`src/rtl/icache_if.sv`:
```
// Pipeline fetch port and memory-controller read port of the instruction cache.
interface icache_if;
  logic        imemREN;
  logic [31:0] imemaddr;
  logic        ihit;
  logic [31:0] imemload;
  logic        iREN;
  logic [31:0] iaddr;
  logic        iwait;
  logic [31:0] iload;

  modport slave (
    input  imemREN, imemaddr, iwait, iload,
    output ihit, imemload, iREN, iaddr
  );

  modport master (
    output imemREN, imemaddr, iwait, iload,
    input  ihit, imemload, iREN, iaddr
  );
endinterface

```
`src/rtl/icache.sv`:
```
// Direct-mapped, one-word-block, read-only instruction cache with a
// single-word miss fetch from the memory controller.
module icache #(
  parameter int NSETS = 16,
  parameter int IDX_W = 4
) (
  input  logic        CLK,
  input  logic        nRST,
  icache_if.slave     bus,
  output logic [31:0] hit_count,
  output logic [31:0] miss_count
);

  localparam int TAG_W = 32 - IDX_W - 2;

  typedef enum logic {IDLE, FETCH} state_t;

  state_t            state, next_state;
  logic              valid [NSETS];
  logic [TAG_W-1:0]  tags  [NSETS];
  logic [31:0]       data  [NSETS];
  logic [29:0]       miss_word;

  logic [IDX_W-1:0]  req_idx, fill_idx;
  logic [TAG_W-1:0]  req_tag, fill_tag;
  logic              hit, miss, fill;
  logic              unused_addr_bits;

  assign req_idx  = bus.imemaddr[IDX_W+1:2];
  assign req_tag  = bus.imemaddr[31:IDX_W+2];
  assign fill_idx = miss_word[IDX_W-1:0];
  assign fill_tag = miss_word[29:IDX_W];
  assign unused_addr_bits = ^bus.imemaddr[1:0];

  always_comb begin
    next_state   = state;
    hit          = 1'b0;
    miss         = 1'b0;
    fill         = 1'b0;
    bus.ihit     = 1'b0;
    bus.imemload = '0;
    bus.iREN     = 1'b0;
    bus.iaddr    = '0;
    case (state)
      IDLE: begin
        hit      = bus.imemREN && valid[req_idx] && (tags[req_idx] == req_tag);
        miss     = bus.imemREN && !hit;
        bus.ihit = hit;
        if (hit) bus.imemload = data[req_idx];
        if (miss) next_state = FETCH;
      end
      FETCH: begin
        // The fill is bound to the latched miss address, not the live request.
        bus.iREN  = 1'b1;
        bus.iaddr = {miss_word, 2'b00};
        if (!bus.iwait) begin
          fill       = 1'b1;
          next_state = IDLE;
        end
      end
      default: next_state = IDLE;
    endcase
  end

  always_ff @(posedge CLK or negedge nRST) begin
    if (!nRST) state <= IDLE;
    else       state <= next_state;
  end

  always_ff @(posedge CLK or negedge nRST) begin
    if (!nRST) begin
      for (int unsigned i = 0; i < NSETS; i++) begin
        valid[i] <= 1'b0;
        tags[i]  <= '0;
        data[i]  <= '0;
      end
      miss_word  <= '0;
      hit_count  <= '0;
      miss_count <= '0;
    end else begin
      if (fill) begin
        valid[fill_idx] <= 1'b1;
        tags[fill_idx]  <= fill_tag;
        data[fill_idx]  <= bus.iload;
      end
      if (miss) begin
        miss_word  <= bus.imemaddr[31:2];
        miss_count <= miss_count + 32'd1;
      end
      if (hit) hit_count <= hit_count + 32'd1;
    end
  end

endmodule

```
`src/flat_wrapper.sv`:
```
// flat-port wrapper written by rule: the top's interface ports become plain ports
module icache_flat 
#(
  parameter int NSETS = 16,
  parameter int IDX_W = 4
)
  (CLK, nRST, hit_count, miss_count, bus_imemREN, bus_imemaddr, bus_iwait, bus_iload, bus_ihit, bus_imemload, bus_iREN, bus_iaddr);
  icache_if bus_i ();
  input  logic CLK;
  input  logic nRST;
  output logic [31:0] hit_count;
  output logic [31:0] miss_count;
  input wire logic [$bits(bus_i.imemREN)-1:0] bus_imemREN;
  input wire logic [$bits(bus_i.imemaddr)-1:0] bus_imemaddr;
  input wire logic [$bits(bus_i.iwait)-1:0] bus_iwait;
  input wire logic [$bits(bus_i.iload)-1:0] bus_iload;
  output wire logic [$bits(bus_i.ihit)-1:0] bus_ihit;
  output wire logic [$bits(bus_i.imemload)-1:0] bus_imemload;
  output wire logic [$bits(bus_i.iREN)-1:0] bus_iREN;
  output wire logic [$bits(bus_i.iaddr)-1:0] bus_iaddr;
  assign bus_i.imemREN = bus_imemREN;
  assign bus_i.imemaddr = bus_imemaddr;
  assign bus_i.iwait = bus_iwait;
  assign bus_i.iload = bus_iload;
  assign bus_ihit = bus_i.ihit;
  assign bus_imemload = bus_i.imemload;
  assign bus_iREN = bus_i.iREN;
  assign bus_iaddr = bus_i.iaddr;
  icache #(.NSETS(NSETS), .IDX_W(IDX_W)) u_core (.CLK(CLK), .nRST(nRST), .bus(bus_i), .hit_count(hit_count), .miss_count(miss_count));
endmodule
```
`config.mk`:
```
export PLATFORM = sky130hd
export DESIGN_NAME = icache_flat
export DESIGN_NICKNAME = d
export VERILOG_FILES = /design/src/rtl/icache_if.sv /design/src/rtl/icache.sv /design/src/flat_wrapper.sv
export SDC_FILE = /design/constraint.sdc
export NUM_CORES = 1
export LEC_CHECK = 0
export ABC_CLOCK_PERIOD_IN_PS = 5300
export CAP_MARGIN = 20
export CORE_ASPECT_RATIO = 0.6
export CORE_MARGIN = 2
export CORE_UTILIZATION = 63
export CTS_BUF_LIST = sky130_fd_sc_hd__clkbuf_4 sky130_fd_sc_hd__clkbuf_8
export DETAILED_ROUTE_END_ITERATION = 6
export PLACE_DENSITY = 0.79
export SYNTH_ARGS = -nofsm -noshare
export SYNTH_HDL_FRONTEND = slang
export SYNTH_SLANG_ARGS = --single-unit
```
`constraint.sdc`:
```
create_clock -name CLK -period 5.3 [get_ports CLK]
set_input_delay 0.795 -clock CLK [delete_from_list [all_inputs] [get_ports CLK]]
set_output_delay 0.795 -clock CLK [all_outputs]
set_load 0.02 [all_outputs]
```
# Word-level counts from Yosys, hierarchy flattened
# Index checks and enable logic that the tools add are counted.
[word_totals] register_bits=1039 elab_cells=95
[classes] add_sub_neg=2 magnitude_cmp=3 eq_ne=1 n_mux=28 bitwise=4 reduce_logical=5
[op_table] operator="512-bit bitwise mux" count=1
[op_table] operator="416-bit bitwise mux" count=1
[op_table] operator="32-bit 2-to-1 mux" count=6
[op_table] operator="32-bit binary-select mux with 4-bit select" count=1
[op_table] operator="32-bit demux with 4-bit select" count=1
[op_table] operator="26-bit binary-select mux with 4-bit select" count=1
[op_table] operator="26-bit demux with 4-bit select" count=1
[op_table] operator="26-bit 2-to-1 mux" count=3
[op_table] operator="32-bit by 1-bit adder with 32-bit output, second input constant" count=2
[op_table] operator="26-bit == test" count=1
[op_table] operator="16-bit bitwise OR" count=1
[op_table] operator="5-bit >= comparator, second input constant" count=2
[op_table] operator="1-bit 2-to-1 mux" count=10
[op_table] operator="4-bit NOT with 5-bit output" count=2
[op_table] operator="5-bit by 1-bit less-than comparator with 1-bit output, second input constant" count=1
[op_table] operator="1-bit binary-select mux with 4-bit select" count=1
[op_table] operator="1-bit demux with 4-bit select" count=1
[op_table] operator="1-bit logical AND" count=4
[op_table] operator="1-bit one-hot mux with 2 select lines" count=1
[op_table] operator="1-bit zero test" count=1
[op_table] operator="1-bit NOT" count=1

# Depth between registers and ports, before layout
[depth] word_depth=10 mapped_depth=16 mapped_depth_nobuf=9

# Worst setup path before layout
# No wires, ideal clock.
[synth_timing] path_kind="input to output" startpoint="in bus_imemaddr[2]" endpoint="out bus_imemload[22]" t_arrival_ns=3.882 required_ns=4.505 path_slack_ns=0.623 path_stages=10 n_path_buf=7 cell_sequence="buf_6 -> buf_6 -> buf_6 -> buf_4 -> buf_4 -> buf_1 -> buf_1 -> mux4_2 -> mux4_2 -> nor2b_1"
[synth_via] elab_chain_cells=8 elab_cells_between_ends=15
[synth_lines] element="start, declared" line="flat_wrapper.sv:14" source="input wire logic [$bits(bus_i.imemaddr)-1:0] bus_imemaddr;"
[synth_lines] element="4-bit NOT with 5-bit output (not written as such) *" line="icache.sv:46, icache.sv:49"
[synth_lines] element="26-bit binary-select mux with 4-bit select / 1-bit binary-select mux with 4-bit select (equally long branches)" line="icache.sv:46" source="hit = bus.imemREN && valid[req_idx] && (tags[req_idx] == req_tag);"
[synth_lines] element="26-bit 2-to-1 mux (not written as such) / 1-bit 2-to-1 mux (equally long branches) (2 in series)" line="icache.sv:46"
[synth_lines] element="26-bit == test / 1-bit logical AND (equally long branches)" line="icache.sv:46"
[synth_lines] element="1-bit logical AND" line="icache.sv:46"
[synth_lines] element="32-bit 2-to-1 mux *" line="icache.sv:49" source="if (hit) bus.imemload = data[req_idx];"
[synth_lines] element="32-bit 2-to-1 mux *" line="icache.sv:44" source="case (state)"
[synth_lines] element="end, declared" line="flat_wrapper.sv:18" source="output wire logic [$bits(bus_i.imemload)-1:0] bus_imemload;"
# Mark *: on every way between the ends. The rest lies on a longest branch, timed or not. The select of a mux whose other input is x is not followed.

# Final worst setup path
[layout_timing] startpoint="in bus_imemaddr[5]" endpoint="out bus_imemload[28]"
# Same word-level chain as after synthesis.

==> implementation parameters <==
Parameter                              Value

Placed design
  Placement Cell Area ... between 0.05 and 0.06 mm²
  Routability Congestion ... 0.892
  Estimated wirelength of the detail-placed design ... 71700 µm
  Placed cells ... around 4100
  Quantity of I/O buffers inserted on ports ... roughly 190

Synth
  Count of flip-flops with a built-in enable after synthesis ... 0
  Synth warnings ... 0
  Total standard cell area after synthesis ... between 0.04 and 0.05 mm²
  Most common flop cell mapped by yosys ... sky130_fd_sc_hd__dfrtp_1
  Flip-flop and latch count after synthesis ... between 1000 and 1500
  Largest cells by area after synthesis ... sky130_fd_sc_hd__dfrtp_1 (55%), sky130_fd_sc_hd__mux2_2 (23%), sky130_fd_sc_hd__mux4_2 (11%), sky130_fd_sc_hd__mux2i_1 (1.8%), sky130_fd_sc_hd__clkbuf_1 (1.0%)
  Biggest area consumer among synthesized cells ... sky130_fd_sc_hd__dfrtp_1
  Share of synthesized flip-flops with an asynchronous set or reset ... 100%
  Average size of a mapped cell ... 15.3 µm²
  Synthesized instance count ... slightly above 3000
  Number of distinct library cell variants in the gate-level netlist after synthesis ... slightly below 60
  Portion of the post-synthesis area used by sequential elements ... roughly 55%
  Portion of synthesized cell area occupied by the leading cell type ... 54.7%

Worst setup path
  CP startpoint kind ... input port
  Crit path DAT ... 4.36 ns
  Endpoint type of the worst setup path ... primary output
  Highest net fanout along the worst path ... 36
  CP Data Required Time ... between 4 and 5 ns
  Delay of the slowest critical-path stage ... between 0.6 and 0.7 ns
  Cells along the critical path ... buf_2 -> buf_4 -> mux4_2 -> mux2i_1 -> buf_4 -> xnor2_1 -> nor4_1 -> a31oi_1 -> nor4_1 -> nand4_1 -> buf_12 -> nor2b_1 -> clkdlybuf4s50_1
  Category of the most critical setup path ... input port to primary output
  Cell count of the worst reg-to-reg path ... 10
  Slowest-stage cell, CP ... sky130_fd_sc_hd__clkdlybuf4s50_1

Floorplan
  Number of placement rows ... a little under 80
  Die Span X ... between 300 and 400 µm
  Die footprint ... a little under 0.08 mm²
  Initial Util ... roughly 64%
  I/O pin total ... just under 200
  Area of the core ... approximately 0.074 mm²
  Die boundary height ... 217 µm

Global routing
  Global routing usage on met2 ... 49.3%
  GR Util met1 ... between 40% and 50%
  Initial antenna violation count ... 2
  Overflow left after global routing ... 0
  Global route hottest layer ... met2
  Vias in the first global route ... 30800
  Maximum number of pins on one net before global-route repair ... ~160
  Met3 Usage GRT ... 6.95%
  GRT Total Usage ... approximately 32%
  First-pass GRT wire length ... about 190000 µm

Clock tree
  TritonCTS Buffers ... 150
  Number of buffers between clock root and the deepest sink ... 3
  TritonCTS clock tree ... yes
  Source-to-sink clock delay at the later pin of the worst-skew pair ... between 0.8 and 0.9 ns
  Clock transition at the registers of the reported paths ... 0.06 ns
  Sinks on Clock Net ... just over 1000
  Quantity of hold-fixing buffers added after cts ... 0
  Library cell used as clock root buffer ... sky130_fd_sc_hd__clkbuf_8
  Total number of H-tree levels ... 4

Route
  Vias per Instance ... 6.50
  Detailed Routing Iterations Pass 1 ... 6
  Number of design rule violations left after detail routing ... 0
  Starting DRC count in detailed routing ... 2752
  Wirelength per Cell ... 27.5 µm
  Detailed-route wire length ... about 120000 µm
  Detail Route Antenna Nets ... 0
  Detailed-route via count ... ~29000

STA
  Total Neg Setup Slack ... 0 ns
  Setup Viol. Count Final ... 0
  Setup repair after global routing missed its margin ... false
  Skew final ... about 0.035 ns
  Worst-margin pin slew ... between 1 and 1.5 ns
  Highest Clock Rate ... between 150 and 200 MHz
  Final hold vios ... 0
  Max-slew violations ... 0
  Worst-case headroom to the max-slew limit ... between 20 and 30%
  Share of the cycle needed by the critical path after routing ... a little over nine tenths
  Clock period minus final worst setup slack ... 5.15 ns

Layout
  Area occupied by multi-input gates ... 0.0204 mm²
  Number of standard cells in the final layout excluding fillers ... ~4400
  Layout Utilization ... around 73%
  Number of antenna cells inserted ... 0
  Layout cell share with drive strength beyond 1 ... roughly 47%
  Most frequent cells in the layout ... sky130_fd_sc_hd__dfrtp_1 (1039), sky130_fd_sc_hd__mux2_2 (953), sky130_fd_sc_hd__mux4_2 (238), sky130_fd_sc_hd__clkbuf_8 (205), sky130_fd_sc_hd__clkdlybuf4s50_1 (188)
  Commonest non-fill, non-tap cell in the layout ... sky130_fd_sc_hd__dfrtp_1
  Relative area change from synthesis to final layout ... 13.9%
  FF+latch area ... approximately 0.026 mm²
  Fill cells ... roughly 4600
  Post-route design area ... 0.0541 mm²
  Count of nets after finishing ... 3366

Worst hold path
  Hold Crit Class ... input port to async pin

Power and ir drop
  Maximum VDD drop ... 0.000307 V
  Leakage component of the power ... 24.7 nW
  Power density over the cells ... around 500 mW/mm²
  Total chip power ... between 20 and 30 mW

Job
  Max cap viols ... 0

Outcome
  Outcome ... complete, no violations
==> kinds of logic after synthesis <==
group | share of synthesized area, %
AOI/OAI and AO/OA | 1.12
xor gates and xnor gates | 1.59
adders and majority gates | 0.0527
buffers and inverters | 2.68
DFF | 54.7
muxes | 35.9
other | 0.00789
and+or+nand+nor | 3.92
==> worst max-delay path: cells and delay by family <==
family                    cells  cell delay, ns
buffers and inverters         5            1.65
and+or+nand+nor               4            1.14
muxes                         2            0.50
AOI/OAI and AO/OA             1            0.15
xor gates and xnor gates      1            0.08
==> routing by layer <==
metal / wire length, µm / vias up / share of wire (%)
li1: - / 11800 / -
met1: 52900 / 15400 / 44
met2: 57000 / 1120 / 47
met3: 8640 / 226 / 7.1
met4: 2620 / 4 / 2.2
met5: 22 / - / 0.018
==> cell type report <==
type | count | share of cell area [%]
multi-input cells | 1778 | 37.6
clock inverters | 15 | 0.187
well taps | 987 | 2.28
clock buffers | 255 | 5.91
repair buffers | 302 | 5.76
flip-flops and latches | 1039 | 48.0
inverters | 25 | 0.178
==> stage by stage <==
step / setup slack, ns / hold WS [ns]
2_1_floorplan: 0.623 / 0.429
3_3_place_gp: 0.0901 / 0.444
3_5_place_dp: 0.0674 / 0.448
4_1_cts: 0.0436 / 0.0252
5_1_grt: 0.0197 / 0.0889
6_report: 0.150 / 0.0282
==> power by group <==
part	switching [mW]	internal [mW]	total (mW)
combinational	2.45	4.25	6.70
clock	3.12	3.79	6.91
sequential	1.90	11.1	13.0
total	7.47	19.2	26.6
==> final timing paths <==
check / slack, ns / start / endpoint
worst min-delay path: 0.03 / nRST / u_core.tags[63]$_DFFE_PN0P_
min in group CLK: 0.47 / u_core.valid[12]$_DFFE_PN0P_ / u_core.valid[12]$_DFFE_PN0P_
worst max-delay path: 0.15 / bus_imemaddr[5] / bus_imemload[28]
worst max register to register: 1.56 / u_core.tags[42]$_DFFE_PN0P_ / u_core.miss_word[14]$_DFFE_PN0P_
max in group asynchronous: 3.80 / nRST / u_core.data[364]$_DFFE_PN0P_
worst min register to register: 0.47 / u_core.valid[12]$_DFFE_PN0P_ / u_core.valid[12]$_DFFE_PN0P_
==> Yosys cell counts (all sizes together) (12+ instances only) <==
cell and count:
dfrtp 1039, mux2 955, mux4 241, buf 129
clkbuf 129, mux2i 87, nand2 61, xor2 53
nor2b 44, nor3 35, and2 33, xnor2 33
nand3 32, nor2 32, nor4 32, a22oi 25
inv 24, nand2b 14, nand4 14, o21ai 12
==> what timing repair did <==
item	in CTS	in global routing
resized for setup	0	6
setup endpoints to repair	0	33
setup buffers	0	0
==> state kept, by name, indices dropped and copies added, names as in the netlist <==
register and count:
u_core.state 1, u_core.data 512, u_core.tags 416, u_core.miss_count 32, u_core.miss_word 30, u_core.hit_count 32, u_core.valid 16
Power figures use the tool's default switching activity.
